--- src/rtl/cc_random_scheduler.sv ---
// Obstacle-row source scheduler: every SCHED_PERIOD ticks it picks a mux select
// from an 8-bit LFSR, applies repeat/gap spacing rules and offers it via load/ack.
module cc_random_scheduler #(
    parameter int         SCHED_SELECTWIDTH = 2,
    parameter int         SCHED_PERIOD      = 4,
    parameter int         SCHED_GAP         = 2,
    parameter int         SCHED_CNTWIDTH    = 4,
    parameter logic [7:0] SCHED_SEED        = 8'hA5
) (
    input  logic                         CC_RANDOMSCHED_CLOCK_50,
    input  logic                         CC_RANDOMSCHED_RESET_InLow,
    input  logic                         CC_RANDOMSCHED_enable_In,
    input  logic                         CC_RANDOMSCHED_tick_In,
    input  logic                         CC_RANDOMSCHED_ack_In,
    output logic [SCHED_SELECTWIDTH-1:0] CC_RANDOMSCHED_select_OutBUS,
    output logic                         CC_RANDOMSCHED_load_Out,
    output logic                         CC_RANDOMSCHED_overrun_Out,
    output logic [1:0]                   CC_RANDOMSCHED_dbgState_OutBUS
);

    // Handshake: load is the valid, ack the ready. A select is transferred on the
    // rising edge where load and ack are both high; select is registered one cycle
    // before load rises and is held unchanged until that transfer.

    typedef enum logic [1:0] {
        IDLE   = 2'd0,
        COUNT  = 2'd1,
        DECIDE = 2'd2,
        REQ    = 2'd3
    } state_t;

    localparam logic [7:0] SEED_V = (SCHED_SEED == 8'h00) ? 8'h01 : SCHED_SEED;
    localparam logic [SCHED_CNTWIDTH-1:0] LAST_V  = SCHED_CNTWIDTH'(SCHED_PERIOD - 1);
    localparam logic [SCHED_CNTWIDTH-1:0] GAP_V   = SCHED_CNTWIDTH'(SCHED_GAP);
    localparam logic [SCHED_CNTWIDTH-1:0] CNT_ONE = SCHED_CNTWIDTH'(1);

    state_t                        state_q, state_d;
    logic [SCHED_CNTWIDTH-1:0]     tick_cnt_q, tick_cnt_d;
    logic [SCHED_CNTWIDTH-1:0]     gap_cnt_q, gap_cnt_d;
    logic [1:0]                    last_random_q, last_random_d;
    logic [7:0]                    lfsr_q, lfsr_d;
    logic [SCHED_SELECTWIDTH-1:0]  select_q, select_d;
    logic                          load_q, load_d;
    logic                          overrun_q, overrun_d;
    logic                          expired_q, expired_d;
    logic [1:0]                    cand;
    logic                          cnt_at_last;

    assign cand        = lfsr_q[1:0];
    assign cnt_at_last = (tick_cnt_q == LAST_V);

    always_ff @(posedge CC_RANDOMSCHED_CLOCK_50 or negedge CC_RANDOMSCHED_RESET_InLow) begin
        if (!CC_RANDOMSCHED_RESET_InLow) begin
            state_q       <= IDLE;
            tick_cnt_q    <= '0;
            gap_cnt_q     <= '0;
            last_random_q <= 2'd0;
            lfsr_q        <= SEED_V;
            select_q      <= '0;
            load_q        <= 1'b0;
            overrun_q     <= 1'b0;
            expired_q     <= 1'b0;
        end else begin
            state_q       <= state_d;
            tick_cnt_q    <= tick_cnt_d;
            gap_cnt_q     <= gap_cnt_d;
            last_random_q <= last_random_d;
            lfsr_q        <= lfsr_d;
            select_q      <= select_d;
            load_q        <= load_d;
            overrun_q     <= overrun_d;
            expired_q     <= expired_d;
        end
    end

    always_comb begin
        state_d       = state_q;
        tick_cnt_d    = tick_cnt_q;
        gap_cnt_d     = gap_cnt_q;
        last_random_d = last_random_q;
        select_d      = select_q;
        load_d        = load_q;
        overrun_d     = overrun_q;
        expired_d     = expired_q;
        lfsr_d        = lfsr_q;

        if (CC_RANDOMSCHED_enable_In) begin
            lfsr_d = {lfsr_q[6:0], lfsr_q[7] ^ lfsr_q[5] ^ lfsr_q[4] ^ lfsr_q[3]};
        end

        if (!CC_RANDOMSCHED_enable_In) begin
            state_d       = IDLE;
            tick_cnt_d    = '0;
            gap_cnt_d     = '0;
            last_random_d = 2'd0;
            select_d      = '0;
            load_d        = 1'b0;
            overrun_d     = 1'b0;
            expired_d     = 1'b0;
        end else begin
            case (state_q)
                IDLE: begin
                    state_d    = COUNT;
                    tick_cnt_d = '0;
                end
                COUNT: begin
                    if (CC_RANDOMSCHED_tick_In) begin
                        if (cnt_at_last) begin
                            state_d    = DECIDE;
                            tick_cnt_d = '0;
                        end else begin
                            tick_cnt_d = tick_cnt_q + CNT_ONE;
                        end
                    end
                end
                DECIDE: begin
                    if (CC_RANDOMSCHED_tick_In && !cnt_at_last) begin
                        tick_cnt_d = tick_cnt_q + CNT_ONE;
                    end
                    if (gap_cnt_q != '0) begin
                        select_d  = '0;
                        gap_cnt_d = gap_cnt_q - CNT_ONE;
                    end else if (cand != 2'd0 && cand == last_random_q) begin
                        select_d = '0;
                    end else begin
                        select_d = SCHED_SELECTWIDTH'(cand);
                        if (cand != 2'd0) begin
                            last_random_d = cand;
                            gap_cnt_d     = GAP_V;
                        end
                    end
                    load_d  = 1'b0;
                    state_d = REQ;
                end
                REQ: begin
                    load_d = 1'b1;
                    // A slot that expires while still waiting saturates the counter and is remembered.
                    if (CC_RANDOMSCHED_tick_In) begin
                        if (cnt_at_last) begin
                            overrun_d = 1'b1;
                            expired_d = 1'b1;
                        end else begin
                            tick_cnt_d = tick_cnt_q + CNT_ONE;
                        end
                    end
                    if (load_q && CC_RANDOMSCHED_ack_In) begin
                        load_d = 1'b0;
                        if (expired_q || (CC_RANDOMSCHED_tick_In && cnt_at_last)) begin
                            state_d    = DECIDE;
                            tick_cnt_d = '0;
                            expired_d  = 1'b0;
                        end else begin
                            state_d = COUNT;
                        end
                    end
                end
                default: state_d = IDLE;
            endcase
        end
    end

    assign CC_RANDOMSCHED_select_OutBUS   = select_q;
    assign CC_RANDOMSCHED_load_Out        = load_q;
    assign CC_RANDOMSCHED_overrun_Out     = overrun_q;
    assign CC_RANDOMSCHED_dbgState_OutBUS = state_q;

endmodule

--- config.mk ---
export PLATFORM = sky130hd
export DESIGN_NAME = cc_random_scheduler
export DESIGN_NICKNAME = d
export VERILOG_FILES = /design/src/rtl/cc_random_scheduler.sv
export SDC_FILE = /design/constraint.sdc
export NUM_CORES = 1
export LEC_CHECK = 0
export ABC_AREA = 1
export CAP_MARGIN = 20
export CORE_MARGIN = 5
export CORE_UTILIZATION = 45
export CTS_CLUSTER_DIAMETER = 150
export CTS_CLUSTER_SIZE = 24
export DETAILED_ROUTE_END_ITERATION = 12
export PLACE_DENSITY_LB_ADDON = 0.25
export SYNTH_ARGS = -nofsm -noshare
export SYNTH_HDL_FRONTEND = slang
export SYNTH_SLANG_ARGS = --single-unit
--- constraint.sdc ---
create_clock -name CC_RANDOMSCHED_CLOCK_50 -period 1.9 [get_ports CC_RANDOMSCHED_CLOCK_50]
set_input_delay 0.38 -clock CC_RANDOMSCHED_CLOCK_50 [delete_from_list [all_inputs] [get_ports CC_RANDOMSCHED_CLOCK_50]]
set_output_delay 0.38 -clock CC_RANDOMSCHED_CLOCK_50 [all_outputs]
set_load 0.01 [all_outputs]
# After elaboration in Yosys (flattened, before gate mapping)
# Cells that the tools add are included.
[word_totals]
register_bits = 25
inputBits = 5
wordCells = 89
[op_classes]
add_sub_neg = 2
eq_ne = 19
mux = 42
bitwise = 3
n_reduce_logical = 14
[op_table]
columns = ["op", "n"]
rows = [
  ["two-way mux 4 bit", 13],
  ["two-way mux 2 bit", 14],
  ["one-hot mux 4 bit (4 select lines)", 1],
  ["!= test 3 bit, second input constant", 5],
  ["two-way mux 1 bit", 12],
  ["!= test 2 x 1 -> 1 bit, second input constant", 5],
  ["AND reduction 3 bit", 3],
  ["one-hot mux 2 bit (4 select lines)", 1],
  ["!= test 3 x 1 -> 1 bit, second input constant", 2],
  ["adder 4 x 1 -> 4 bit, second input constant", 1],
  ["equality test 2 bit, second input constant", 2],
  ["equality test 4 x 2 -> 1 bit, second input constant", 1],
  ["logical AND 1 bit", 4],
  ["!= test 2 bit, second input constant", 2],
  ["AND reduction 4 bit", 1],
  ["nonzero test 4 bit", 1],
  ["subtractor 4 x 1 -> 4 bit, second input constant", 1],
  ["XOR 1 bit", 3],
  ["equality test 2 x 1 -> 1 bit, second input constant", 1],
  ["equality test 2 bit", 1],
  ["zero test 2 bit", 1],
  ["one-hot mux 1 bit (2 select lines)", 1],
  ["AND reduction 2 bit", 1],
  ["nonzero test 2 bit", 1],
  ["2 further kinds", 2],
]

# Depth between registers and ports, before layout
[depth]
word_depth = 7
mapped_depth = 10
mapped_depth_nobuf = 10

# Least setup slack after synthesis
# Ideal clock, no wire load.
[synth_path]
path_kind = "flip-flop to flip-flop"
start = "register tick_cnt_q[0]"
end = "register tick_cnt_q[0]"
setup_time_ns = 0.065
arrival_time_ns = 1.319
t_required_ns = 1.835
slack_ns = 0.516
path_stages_with_launch = 9
n_path_buf = 0
synth_period_minus_slack_ns = 1.384
path_cell_list = "dfrtp_1 > ha_1 > nand2_2 > ha_1 > o21ai_0 > nand2_1 > nand2_1 > nand2_1 > nand2_1"
[synth_between]
elab_chain_cells = 7
word_cells_on_any_way = 17
cone_classes = "add/sub (1); eq/ne (2); mux (9); reduce/logical (5)"
[synth_rtl]
columns = ["item", "line_no", "rtl"]
rows = [
  ["start, declared", "38", "logic [SCHED_CNTWIDTH-1:0] tick_cnt_q, tick_cnt_d;"],
  ["start signal, assigned", "65", "tick_cnt_q <= tick_cnt_d;"],
  ["adder 4 x 1 -> 4 bit or equality test 4 x 2 -> 1 bit (tied branches)", "-", ""],
  ["two-way mux 4 bit or logical AND 1 bit (tied branches)", "139, 148", ""],
  ["two-way mux 4 bit or logical OR 1 bit (tied branches)", "138, 148", ""],
  ["two-way mux 4 bit", "148", "if (expired_q || (CC_RANDOMSCHED_tick_In && cnt_at_last)) begin"],
  ["two-way mux 4 bit", "146", "if (load_q && CC_RANDOMSCHED_ack_In) begin"],
  ["one-hot mux 4 bit (4 select lines)", "101", "case (state_q)"],
  ["two-way mux 4 bit", "91", "if (!CC_RANDOMSCHED_enable_In) begin"],
]
# Parallel ways exist; a longest one is shown, timed or not. The select of a mux whose other input is x is not followed.
# A chain may end at the register's enable or synchronous reset.

# Final worst setup path
[layout_path]
start = "register state_q[0], in the netlist CC_RANDOMSCHED_dbgState_OutBUS[0]"
end = "output CC_RANDOMSCHED_dbgState_OutBUS[0]"
[layout_rtl]
columns = ["item", "line_no", "rtl"]
rows = [
  ["start, declared", "37", "state_t state_q, state_d;"],
  ["start signal, assigned", "64", "state_q <= state_d;"],
  ["end, declared", "18", "output logic [1:0] CC_RANDOMSCHED_dbgState_OutBUS"],
]
# No word-level cell between the ends.

==> results by group <==
Clocking
  • Clock buffers created by TritonCTS: 3
  • Clock Latency Late Sink: 320 ps
  • Number of gates resized after CTS: 0
  • Num Clock Sinks: 25
  • Count of buffers added by post-CTS timing repair for setup: 0
  • Maximum clock path buffer count: 2
  • Clock tree from TritonCTS: yes
  • Master cell of the clock root buffer: sky130_fd_sc_hd__clkbuf_4
  • Hold buffer count at cts: 0
  • # H-tree levels: 1
  • Clock transition time at the flip-flop clock pins of the worst setup and hold paths: around 130 ps

Worst setup path
  • Startpoint Class: register
  • Highest cell delay on the worst timing path: between 500 and 600 ps
  • Highest fanout seen on the critical path: 6
  • Worst Setup End Kind: primary output
  • R2R setup slack: around 290 ps
  • Data required, critical path: ~1500 ps
  • Critical Path, Cell by Cell: clkdlybuf4s50_1
  • Sum of buffers and inverters on the critical path: 1
  • Cell family with most CP delay: buffers and inverters
  • Worst Path Arrival: about 1400 ps
  • Slowest library cell on the worst path: sky130_fd_sc_hd__clkdlybuf4s50_1
  • Worst Setup Path Type: reg -> out

Synth
  • Sequential-to-total area share from yosys stat: 0.4456
  • Multiplexer share of the synthesized area: 0
  • Yosys reg bits: 25
  • Count of mapped cells out of synthesis: 191
  • Library cells used by synthesis: 23
  • Synthesized-area fraction occupied by ao, oa, aoi and oai cells: 0.04332
  • Main combinational cell family by area after synthesis: simple AND/OR/NAND/NOR gates
  • Yosys synthesis warning count: 0
  • Area fraction in and, or, nand and nor cells after synthesis: 0.3687
  • Synthesized netlist net count: 200
  • Share of synthesized cell area in full adder, half adder and majority cells: 0.03537
  • Xor-xnor portion of the synthesized cell area: 0.03714
  • Total standard cell area after synthesis: around 0.0014 sq mm
  • Syn avg cell area: approximately 7.4 sq um

Floorplan
  • Floorplan Core Area: ~0.003 sq mm
  • Floorplan die height: 66.08 um
  • Chip Width: ~66 um
  • Row Count: 20
  • Area of the die: approximately 0.0044 sq mm
  • Effective utilization at floorplan: 0.4674
  • IO Pins: 11

Cells and area
  • Synthesis-to-finish area growth: 14.06%
  • Multi-input combinational cell area: just under 700 sq um
  • Final #Nets: around 220
  • Fraction of layout cells with a size suffix above 1: 0.1214
  • Fill cell total of the finished layout: between 200 and 300
  • Sequential cell area: 630.6 sq um
  • Antenna cell count: 0

STA
  • Setup_tns: 0 ps
  • Number of hold-slack violations in the final timing report: 0
  • Final Slew Violations: 0
  • Max-slew headroom: 0.7953
  • Post-route setup slack: about 140 ps
  • Actual slew at the worst max-slew pin: between 300 and 400 ps
  • Period utilization: 0.9241
  • Final count of negative-setup-slack endpoints: 0
  • Max frequency: 569.5 MHz
  • Worst Skew: around 3.1 ps
  • Unrepaired setup endpoints after global routing: no
  • Minimum clock period after layout: 1756 ps

Global routing
  • Global-route wire length before repair: between 4000 and 5000 um
  • Total global routing track utilization: 0.1381
  • Maximum number of pins on one net before global-route repair: 26
  • Residual overflow from global routing: 0
  • Global-route met3 utilization: 0.03741
  • Global routing usage on met2: 0.2340
  • Via count of the first global-routing pass: 1126
  • Number of antenna violations at the first check in global routing: 0
  • Met1 global-route usage: 0.1724
  • Top Usage Layer GRT: met2

Run
  • Number of max-cap violations: 0

Place
  • DP HPWL: roughly 2000 um
  • Worst slack at placement: between 200 and 250 ps
  • Global placer's final weighted congestion: about 0.87
  • Port Buffers: 10

Route
  • Routed length per instance: 10.37 um
  • Number of DRC violations after detailed-routing iteration 0: 53
  • Detailed-routing iteration count for the pre-antenna-repair pass: 4
  • WL final: approximately 2600 um
  • Routed Antenna Nets: 0
  • Routed vias/inst: about 4.8
  • DRC violation count after routing: 0
  • Total vias in the final route: about 1200

Power
  • Power Dens Cells: 1199 mW/mm^2
  • VDD IR-drop max: 0.0008387 V
  • LEAKAGE: 0.8318 nW

Hold path
  • Hold WC Path Type: in -> async

Status
  • Result of the run: completed
through the flow:
step	std cells	utilization	power, mW	cell area, sq um	hold WS [ps]
2_1_floorplan	191	-	1.460	1415	84.41
3_3_place_gp	246	0.5231	1.677	1584	457.9
3_5_place_dp	246	0.5231	1.712	1584	464.6
4_1_cts	250	0.5331	1.960	1614	389.4
5_1_grt	250	0.5331	2.140	1614	394.8
6_report	250	0.5331	1.935	1614	392.6
registers in the layout, summed over array words and instances, names as in the netlist:
signal / flops
CC_RANDOMSCHED_overrun_Out: 1
CC_RANDOMSCHED_load_Out: 1
last_random_q: 2
expired_q: 1
lfsr_q: 8
CC_RANDOMSCHED_dbgState_OutBUS: 2
gap_cnt_q: 4
CC_RANDOMSCHED_select_OutBUS: 2
tick_cnt_q: 4
where the power goes:
part	switching [mW]	internal, mW	total, mW
logic	0.521	0.353	0.874
registers	0.141	0.682	0.823
clock network	0.157	0.0805	0.238
total	0.820	1.12	1.94
metal layers:
metal | vias up | part of all wire
met2 | 13 | 0.47
met4 | 0 | 0.0085
li1 | 630 | -
met3 | 4 | 0.026
met1 | 550 | 0.49
met5 | - | 0
cells in the mapped netlist (all sizes together):
cell | count | share of area
a21boi | 1 | 0.0080
a21oi | 1 | 0.0035
buf | 2 | 0.0088
clkbuf | 1 | 0.0026
dfrtp | 21 | 0.37
dfstp | 4 | 0.074
ha | 4 | 0.035
inv | 22 | 0.058
nand2 | 74 | 0.21
nand3 | 17 | 0.064
nand4 | 3 | 0.013
nor2 | 19 | 0.061
nor3 | 6 | 0.021
o21ai | 9 | 0.032
or2 | 1 | 0.0044
xnor2 | 5 | 0.031
xor2 | 1 | 0.0062
worst register-to-register path, cell delays in order, from the launching register on:
cell and delay [ps]:
sky130_fd_sc_hd__dfrtp_1 470, sky130_fd_sc_hd__ha_1 270, sky130_fd_sc_hd__nand2_2 110, sky130_fd_sc_hd__ha_1 280, sky130_fd_sc_hd__o21ai_0 190, sky130_fd_sc_hd__nand2_1 80, sky130_fd_sc_hd__nand2_1 60, sky130_fd_sc_hd__nand2_1 50
sky130_fd_sc_hd__nand2_1 50
cells in the final DEF, fill, tap and decap left out, types with 3 or more instances in the layout:
master                             n
sky130_fd_sc_hd__buf_4             4
sky130_fd_sc_hd__clkbuf_4          3
sky130_fd_sc_hd__clkdlybuf4s50_1  10
sky130_fd_sc_hd__dfrtp_1          21
sky130_fd_sc_hd__dfstp_2           4
sky130_fd_sc_hd__ha_1              4
sky130_fd_sc_hd__inv_1            21
sky130_fd_sc_hd__nand2_1          69
sky130_fd_sc_hd__nand2_2           5
sky130_fd_sc_hd__nand3_1          16
sky130_fd_sc_hd__nand4_1           3
sky130_fd_sc_hd__nor2_1           15
sky130_fd_sc_hd__nor2_2            3
sky130_fd_sc_hd__nor3_1            6
sky130_fd_sc_hd__o21ai_0           9
sky130_fd_sc_hd__xnor2_1           5
layout make-up:
cell class / count / share of cell area
Clock inverter: 1 / 0.004651
Inverter: 22 / 0.05116
Clock buffer: 3 / 0.01395
Tap cell: 44 / 0.03411
Multi-Input combinational cell: 141 / 0.4248
Sequential cell: 25 / 0.3907
Timing Repair Buffer: 14 / 0.08062
cell families after synthesis:
family | Yosys count
AND/OR/NAND/NOR | 120
adder cells (fa/ha/maj) | 4
AO/OA/AOI/OAI | 11
buffers and inverters | 25
flip-flops | 25
XOR/XNOR | 6
path summary, 6_finish.rpt:
kind / startpoint / end / cells after the start
max: CC_RANDOMSCHED_dbgState_OutBUS[0]$_DFFE_PN0P_ / CC_RANDOMSCHED_dbgState_OutBUS[0] / 1
max in group asynchronous: CC_RANDOMSCHED_RESET_InLow / lfsr_q[5]$_DFFE_PN1P_ / 2
min in group CC_RANDOMSCHED_CLOCK_50: lfsr_q[7]$_DFFE_PN1P_ / lfsr_q[7]$_DFFE_PN1P_ / 2
max reg2reg: tick_cnt_q[0]$_DFFE_PN0P_ / tick_cnt_q[0]$_DFFE_PN0P_ / 8
min: CC_RANDOMSCHED_RESET_InLow / tick_cnt_q[1]$_DFFE_PN0P_ / 2
min reg2reg: lfsr_q[7]$_DFFE_PN1P_ / lfsr_q[7]$_DFFE_PN1P_ / 2
Note: power is estimated with default switching activity, not from simulation.
